[src/rtl/neo_rtc_seq.sv]
`default_nettype none
// +----------------------------------------------------------------------------+
// | Module  : neo_rtc_seq                                                      |
// | Brief   : uPD4990 serial RTC sequencer; shifts commands and time words,    |
// |           captures time reads. NEO_RTC_TP_IRQ_EN adds the TP interrupt.    |
// | Revision: 1.0                                                              |
// +----------------------------------------------------------------------------+
module neo_rtc_seq #(
   parameter int unsigned CLK_DIV = 4
) (
   input  logic        CLK,
   input  logic        nRESET,
   input  logic        CMD_VALID,
   output logic        CMD_READY,
   input  logic [3:0]  CMD,
   input  logic [47:0] WDATA,
   output logic [47:0] RDATA,
   output logic        RD_VALID,
   output logic        BUSY,
   input  logic [2:0]  SW_RTCCTRL,
   input  logic        RTC_DOUT,
   input  logic        RTC_TP,
   output logic        RTC_DIN,
   output logic        RTC_CLK,
   output logic        RTC_STROBE
`ifdef NEO_RTC_TP_IRQ_EN
   ,
   output logic        TP_IRQ,
   input  logic        TP_ACK
`endif
);

   localparam logic [7:0] c_HALF_LAST = 8'(CLK_DIV - 1);
   localparam logic [5:0] c_DATA_LAST = 6'd47;
   localparam logic [5:0] c_CMD_LAST  = 6'd3;
   localparam logic [5:0] c_BIT_SAT   = 6'h3F;
   localparam logic [3:0] c_CMD_SET   = 4'd2;
   localparam logic [3:0] c_CMD_READ  = 4'd3;

   typedef enum logic [2:0] {
      S_IDLE   = 3'd0,
      S_SHDATA = 3'd1,
      S_SHCMD  = 3'd2,
      S_STRB   = 3'd3,
      S_READ   = 3'd4,
      S_DONE   = 3'd5
   } state_t;

   state_t      r_state;
   state_t      w_state_nxt;
   logic [7:0]  r_half;
   logic        r_phase;
   logic [5:0]  r_bit;
   logic [3:0]  r_cmd;
   logic [3:0]  r_cmd_sh;
   logic [47:0] r_data_sh;
   logic [47:0] r_shadow;
   logic [47:0] r_rdata;
   logic        r_dout_meta;
   logic        r_dout_sync;

   logic        w_accept;
   logic        w_half_end;
   logic        w_slot_end;
   logic        w_sample;
   logic        w_drv_din;
   logic        w_drv_clk;
   logic        w_drv_stb;

   assign w_accept   = CMD_VALID & (r_state == S_IDLE);
   assign w_half_end = (r_half == 8'd0);
   assign w_slot_end = w_half_end & r_phase;
   // Last cycle of the low phase: DOUT has been stable for a full high phase plus sync delay.
   assign w_sample   = w_half_end & ~r_phase;

   always_comb begin
      w_state_nxt = r_state;
      w_drv_din   = 1'b0;
      w_drv_clk   = 1'b0;
      w_drv_stb   = 1'b0;
      case (r_state)
         S_IDLE: begin
            if (w_accept) begin
               w_state_nxt = (CMD == c_CMD_SET) ? S_SHDATA : S_SHCMD;
            end
         end
         S_SHDATA: begin
            w_drv_din = r_data_sh[0];
            w_drv_clk = r_phase;
            if (w_slot_end && (r_bit == c_DATA_LAST)) begin
               w_state_nxt = S_SHCMD;
            end
         end
         S_SHCMD: begin
            w_drv_din = r_cmd_sh[0];
            w_drv_clk = r_phase;
            if (w_slot_end && (r_bit == c_CMD_LAST)) begin
               w_state_nxt = S_STRB;
            end
         end
         S_STRB: begin
            w_drv_stb = 1'b1;
            if (w_slot_end) begin
               w_state_nxt = (r_cmd == c_CMD_READ) ? S_READ : S_DONE;
            end
         end
         S_READ: begin
            w_drv_clk = r_phase;
            if (w_slot_end && (r_bit == c_DATA_LAST)) begin
               w_state_nxt = S_DONE;
            end
         end
         S_DONE: begin
            w_state_nxt = S_IDLE;
         end
         default: begin
            w_state_nxt = S_IDLE;
         end
      endcase
   end

   always_ff @(posedge CLK or negedge nRESET) begin
      if (!nRESET) begin
         r_state <= S_IDLE;
         r_half  <= 8'd0;
         r_phase <= 1'b0;
         r_bit   <= 6'd0;
      end else begin
         r_state <= w_state_nxt;
         if (r_state != w_state_nxt) begin
            r_half  <= c_HALF_LAST;
            r_phase <= 1'b0;
            r_bit   <= 6'd0;
         end else if ((r_state != S_IDLE) && (r_state != S_DONE)) begin
            if (w_half_end) begin
               r_half  <= c_HALF_LAST;
               r_phase <= ~r_phase;
               if (r_phase && (r_bit != c_BIT_SAT)) begin
                  r_bit <= r_bit + 6'd1;
               end
            end else begin
               r_half <= r_half - 8'd1;
            end
         end
      end
   end

   // Command and time word are captured at accept; the inputs are free afterwards.
   always_ff @(posedge CLK or negedge nRESET) begin
      if (!nRESET) begin
         r_cmd     <= 4'd0;
         r_cmd_sh  <= 4'd0;
         r_data_sh <= 48'd0;
      end else begin
         if (w_accept) begin
            r_cmd     <= CMD;
            r_cmd_sh  <= CMD;
            r_data_sh <= WDATA;
         end else if (w_slot_end && (r_state == S_SHDATA)) begin
            r_data_sh <= {1'b0, r_data_sh[47:1]};
         end else if (w_slot_end && (r_state == S_SHCMD)) begin
            r_cmd_sh <= {1'b0, r_cmd_sh[3:1]};
         end
      end
   end

   always_ff @(posedge CLK or negedge nRESET) begin
      if (!nRESET) begin
         r_dout_meta <= 1'b0;
         r_dout_sync <= 1'b0;
         r_shadow    <= 48'd0;
         r_rdata     <= 48'd0;
      end else begin
         r_dout_meta <= RTC_DOUT;
         r_dout_sync <= r_dout_meta;
         if (w_sample && (r_state == S_READ)) begin
            r_shadow <= {r_dout_sync, r_shadow[47:1]};
         end
         // Publish on entry to DONE so RDATA is already valid while RD_VALID is high.
         if ((r_state == S_READ) && (w_state_nxt == S_DONE)) begin
            r_rdata <= r_shadow;
         end
      end
   end

   assign RDATA     = r_rdata;
   assign CMD_READY = (r_state == S_IDLE);
   assign BUSY      = (r_state != S_IDLE);
   assign RD_VALID  = (r_state == S_DONE) && (r_cmd == c_CMD_READ);

   assign {RTC_STROBE, RTC_CLK, RTC_DIN} = (r_state == S_IDLE) ? SW_RTCCTRL
                                         : {w_drv_stb, w_drv_clk, w_drv_din};

`ifdef NEO_RTC_TP_IRQ_EN
   logic r_tp_meta;
   logic r_tp_sync;
   logic r_tp_prev;
   logic r_tp_irq;
   logic w_tp_rise;

   assign w_tp_rise = r_tp_sync & ~r_tp_prev;

   always_ff @(posedge CLK or negedge nRESET) begin
      if (!nRESET) begin
         r_tp_meta <= 1'b0;
         r_tp_sync <= 1'b0;
         r_tp_prev <= 1'b0;
         r_tp_irq  <= 1'b0;
      end else begin
         r_tp_meta <= RTC_TP;
         r_tp_sync <= r_tp_meta;
         r_tp_prev <= r_tp_sync;
         if (w_tp_rise) begin
            r_tp_irq <= 1'b1;
         end else if (TP_ACK) begin
            r_tp_irq <= 1'b0;
         end
      end
   end

   assign TP_IRQ = r_tp_irq;
`else
   logic w_unused_tp;
   assign w_unused_tp = RTC_TP;
`endif

endmodule
`default_nettype wire
[config.mk]
export PLATFORM = sky130hd
export DESIGN_NAME = neo_rtc_seq
export DESIGN_NICKNAME = d
export VERILOG_FILES = /design/src/rtl/neo_rtc_seq.sv
export SDC_FILE = /design/constraint.sdc
export NUM_CORES = 1
export LEC_CHECK = 0
export CAP_MARGIN = 25
export CELL_PAD_IN_SITES_DETAIL_PLACEMENT = 1
export CELL_PAD_IN_SITES_GLOBAL_PLACEMENT = 1
export CORE_ASPECT_RATIO = 0.5
export CORE_MARGIN = 1.5
export CORE_UTILIZATION = 45
export DETAILED_ROUTE_END_ITERATION = 10
export GPL_ROUTABILITY_DRIVEN = 0
export PLACE_DENSITY = 0.85
export SYNTH_ARGS = -nofsm -noshare
export SYNTH_HDL_FRONTEND = slang
export SYNTH_SLANG_ARGS = --single-unit
[constraint.sdc]
create_clock -name CLK -period 2.8 [get_ports CLK]
set_input_delay 0.7 -clock CLK [delete_from_list [all_inputs] [get_ports CLK]]
set_output_delay 0.7 -clock CLK [all_outputs]
set_load 0.005 [all_outputs]
Word-level counts from Yosys, hierarchy flattened
Index checks and enable logic that the tools add are counted.

Bits in registers: 172. Logic and storage cells: 79.

Multiplexer cells: 27. $add $sub $neg: 2. Reduce and logical (&&, ||, !) cells: 21. Equality and inequality tests: 14. Bitwise logic cells: 4.

Operator list (count): $mux W48 (2); $mux W6 (4); $mux W8 (3); $mux W3 (6); $pmux W3 S5 (1); $mux W4 (3); $reduce_bool A2 Y1 (5); $eq A3 B3 Y1 const B (3); $logic_and A1 B1 Y1 (9); $eq A4 B2 Y1 const B (2); $logic_not A8 Y1 (1); $sub A8 B1 Y8 const B (1); $add A6 B1 Y6 const B (1); $eq A3 B2 Y1 const B (2); $eq A6 B2 Y1 const B (1); $eq A6 B6 Y1 const B (1); $mux W1 (6); $ne A6 B6 Y1 const B (1); $reduce_and A2 Y1 (2); $and A1 B1 Y1 (3); $eq A3 B1 Y1 const B (1); $logic_not A3 Y1 (1); $ne A3 B3 Y1 (1); $ne A3 B3 Y1 const B (1); 7 further kinds (7).

Depth between registers and ports, before layout
Depth after elaboration: 8. Depth in mapped cells: 8. Mapped depth without buffers: 6.

Least setup slack after synthesis
OpenSTA, ideal clock, no wires.

Kind: reg2reg. Start point: register r_half[0]. End point: register r_rdata[27], in the netlist RDATA[27]. Slack: 0.669 ns. Arrival: 2.006 ns. Cell stages (with the launch flop): 9. Buffers on the path: 2. Period minus slack after synthesis: 2.131 ns. Cells stage by stage: dfrtp_1 -> inv_1 -> ha_1 -> nor3b_1 -> nand2_1 -> nor4b_2 -> buf_2 -> buf_4 -> mux2_2.

Cells in the longest elaborated chain, start to end: 7.

Ends and longest elaborated chain: start: declaration (line 51) `logic [7:0] r_half;`; start signal: assignment (line 131) `r_half <= c_HALF_LAST;`; start signal: assignment (line 136) `r_half <= c_HALF_LAST;`; start signal: assignment (line 142) `r_half <= r_half - 8'd1;`; $logic_not A8 Y1 * (line 71) `assign w_half_end = (r_half == 8'd0);`; $and A1 B1 Y1 * (line 72) `assign w_slot_end = w_half_end & r_phase;`; $logic_and A1 B1 Y1, on equally long branches (line 90, 109, 97); $mux W3, on equally long branches (line 109, 90, 97); $pmux W3 S5 * (line 81) `case (r_state)`; $eq A3 B3 Y1 * (line 180) `if ((r_state == S_READ) && (w_state_nxt == S_DONE)) begin`; $logic_and A1 B1 Y1 * (line 180); end signal: assignment (line 181) `r_rdata <= r_shadow;`; end: declaration (line 58) `logic [47:0] r_rdata;`.

Every way passes the cells marked *; elsewhere a longest branch is shown, timed or not. A chain may end at the register's enable or synchronous reset.

Final worst setup path
Start point: input SW_RTCCTRL[0]. End point: output RTC_DIN.

Cells in the longest elaborated chain, start to end: 1.

Ends and longest elaborated chain: start: declaration (line 20) `input logic [2:0] SW_RTCCTRL,`; $mux W3 (line 191) `assign {RTC_STROBE, RTC_CLK, RTC_DIN} = (r_state == S_IDLE) ? SW_RTCCTRL`; end: declaration (line 23) `output logic RTC_DIN,`.

Every way passes these cells.

==> impl_metrics.py <==
metrics = {
    "synth": {
        "synth_cell_types": 48,
        "synth_ff_type": "dfrtp_1",
        "async_reset_ff_share_pct": 100.0,
        "syn_inst": 541,
        "ys_seq_area_share_pct": 56.28,
        "synth.net_count": 604,
        "synth_edf_count": 0,
        "ys.warnings.count": 0,
        "post_synth.cell_area_avg_sq_um": 14.14,
        "synth_area_sq_um": 7647,
        "ys_ff_latch": 172,
    },
    "timing": {
        "fmax_mhz": 367.5,
        "max_slew_margin_pct": 42.07,
        "slew_viol_final": 0,
        "min_period_over_period_pct": 97.19,
        "final.min_clock_period_ps": 2721,
        "rsz0062_at_grt": "false",
        "holdWs_ps": 247.2,
        "tightest_slew_ps": 869.0,
        "setup_violations": 0,
        "layout_setup_ws_ps": 78.63,
        "skew_ps": 11.48,
        "hold_viol": 0,
    },
    "setup_path": {
        "critPathLaunchType": "input pin",
        "rr_endpoint": "r_shadow[24]",
        "crit_type": "input pin to output port",
        "max_stage_delay_ps": 540,
        "r2r-start": "r_half[0]",
        "arrival_ps": 2020,
        "cp-end-kind": "output port",
        "startpoint": "SW_RTCCTRL[0]",
        "slowest_stage": "clkdlybuf4s50_1",
        "reg2regPathDepth": 7,
        "endpoint": "RTC_DIN",
        "critical_path.max_fanout": 1,
        "cp.required_ps": 2100,
        "path_cells": "clkdlybuf4s50_1 > mux2i_1 > nor2_1 > a31oi_1 > nor2_1 > clkdlybuf4s50_1",
        "r2r_setup_slack_ps": 390,
    },
    "place": {
        "dp.cells": 864,
        "dp_hpwl_mm": 10.72,
        "placed_area_sq_um": 9091,
        "dp_slack_ps": -84.48,
        "port_buffers": 112,
    },
    "cells_and_area": {
        "fin_area_sq_um": 9699,
        "fillers": 1596,
        "drive_above_1_share_pct": 37.37,
        "layout.nets": 719,
        "num_antenna_cells": 0,
        "seqCellArea_sq_um": 4307,
        "area.growth.synth_to_final_pct": 26.83,
        "fin_cells": 896,
        "mostFrequentLayoutCells": "dfrtp_1 (170), mux2_2 (169), clkdlybuf4s50_1 (110)",
        "final_common_cell": "dfrtp_1",
        "multi_input_area_sq_um": 3167,
    },
    "floorplan": {
        "io_pins": 114,
        "initial_core_util_pct": 46.30,
        "die-width_microns": 187.4,
        "core_sq_um": 16520,
        "die-area_sq_um": 17830,
        "rows": 33,
        "die_y_microns": 95.18,
    },
    "grt": {
        "grt_pass1_vias": 5213,
        "antenna_found_initial": 0,
        "grt_max_degree": 65,
        "grt_util_all_layers_pct": 18.85,
        "grt_pass1_wl_mm": 26.59,
        "overflow": 0,
    },
    "worst_hold_path": {
        "min-delay-path-class": "input pin to asynchronous set/reset pin",
    },
    "power_and_ir_drop": {
        "pwr-share-seq_pct": 47.3,
        "power.density_nw_per_um2": 724.9,
        "switching_share_pct": 28.81,
        "power_frac_comb_pct": 19.7,
        "clockPowerShare_pct": 33.0,
        "p_sw_mw": 2.026,
        "power_mw": 7.031,
        "leakagePower_nw": 4.530,
        "p_int_mw": 5.005,
        "vdd_ir_drop_max_mv": 0.4523,
    },
    "route": {
        "wl_per_cell_microns": 17.99,
        "drtPass1Iterations": 4,
        "finalWirelength_mm": 16.12,
        "vias": 4692,
        "postRouteAntennaNets": 0,
        "route.detailed.drc": 0,
        "via_per_inst": 5.237,
        "first_iter_violations": 195,
    },
    "clocking": {
        "cts_tree": "yes",
        "numCtsBuffers": 17,
        "htreeDepth": 4,
        "clock_latency_ps": 420,
        "post_cts_buffers": 0,
        "cts_sinks": 172,
        "path_clk_slew_ps": 80,
        "ctsLongestPathBuffers": 2,
        "cts.root.buffer_cell": "clkbuf_16",
        "holdBufCountCts": 0,
    },
    "run": {
        "cap_violations": 0,
    },
    "outcome": {
        "status": "finished clean",
    },
}
-- cell type report --
cell class,count,share of cell area (%)
Multi-Input combinational cell,328,32.65
Clock buffer,18,4.528
Timing Repair Buffer,128,13.57
Clock inverter,14,1.574
Sequential cell,172,44.40
Inverter,9,0.3483
Tap cell,227,2.928
-- cells in the mapped netlist (all sizes together), types with 3 or more instances --
cell	count	share of area [%]
dfrtp	172	56
nor2	8	0.39
or4	6	0.64
ha	3	0.49
buf	24	1.9
nor3	4	0.26
mux2	189	29
o21a	3	0.29
o21ai	12	0.79
inv	9	0.44
o31ai	3	0.29
clkbuf	8	0.39
xnor2	6	0.69
o22ai	3	0.25
a21oi	3	0.20
mux2i	6	0.79
or3	5	0.41
a31oi	4	0.33
nand2	24	1.2
nor4	4	0.52
a211oi	7	0.69
nand2b	4	0.33
or4b	3	0.39
a22oi	5	0.49
nand3	7	0.46
-- worst min path at each step --
stage | startpoint | endpoint | slack (ps) | depth (start not counted)
after floorplan | r_dout_meta | r_dout_sync | 330 | 0
after global placement | r_dout_meta | r_dout_sync | 340 | 0
after detailed placement | r_dout_meta | r_dout_sync | 340 | 0
after CTS | nRESET | RDATA[23] | 280 | 1
after global routing | nRESET | RDATA[23] | 270 | 1
final | nRESET | RDATA[23] | 250 | 1
-- what timing repair did --
| action | in CTS | in global routing |
|---|---|---|
| gates cloned | 0 | 0 |
| gates resized for setup | 3 | 2 |
| setup endpoints to repair | 4 | 3 |
-- power by group through the flow --
stage | sequential, mW | clock (mW) | combinational (mW)
6_report | 3.32 | 2.32 | 1.39
5_1_grt | 3.39 | 2.48 | 1.55
4_1_cts | 3.31 | 2.37 | 1.41
3_5_place_dp | 3.36 | 0 | 1.39
3_3_place_gp | 3.30 | 0 | 1.31
2_1_floorplan | 3.21 | 0 | 1.01
-- layer usage --
layer	track usage, %	share of wire (%)	up-vias
li1	-	-	2191
met1	23.33	45	2406
met2	33.98	51	81
met3	4.085	3.3	14
met4	4.973	1.1	0
met5	0	0	-
-- worst max-delay path: cells and delay by family --
family                 cells  cell delay, ps
buffers and inverters      2            1000
AND/OR/NAND/NOR            2             210
AO/OA/AOI/OAI              1              50
multiplexers               1              60
-- per-stage QoR --
step,setup TNS (ps),utilization [%]
final,0,58.73
after global routing,0,58.73
after CTS,0,58.67
after detailed placement,-617.5,55.05
after global placement,-149.7,55.05
after floorplan,0,-
-- flip-flops by register name (all words and copies together) (netlist names) --
name / count
r_dout_meta: 1
r_cmd: 4
r_state: 3
r_phase: 1
RDATA: 48
r_dout_sync: 1
r_data_sh: 48
r_bit: 6
r_cmd_sh: 4
r_half: 8
r_shadow: 48
-- kinds of logic after synthesis --
family / share of synthesized area [%]
buffers and inverters: 2.781
adders and majority gates: 0.4909
DFF: 56.28
muxes: 29.60
and+or+nand+nor: 5.694
xor gates and xnor gates: 0.9163
AOI/OAI and AO/OA: 4.238
No activity file was read; power rests on OpenSTA's default activity.
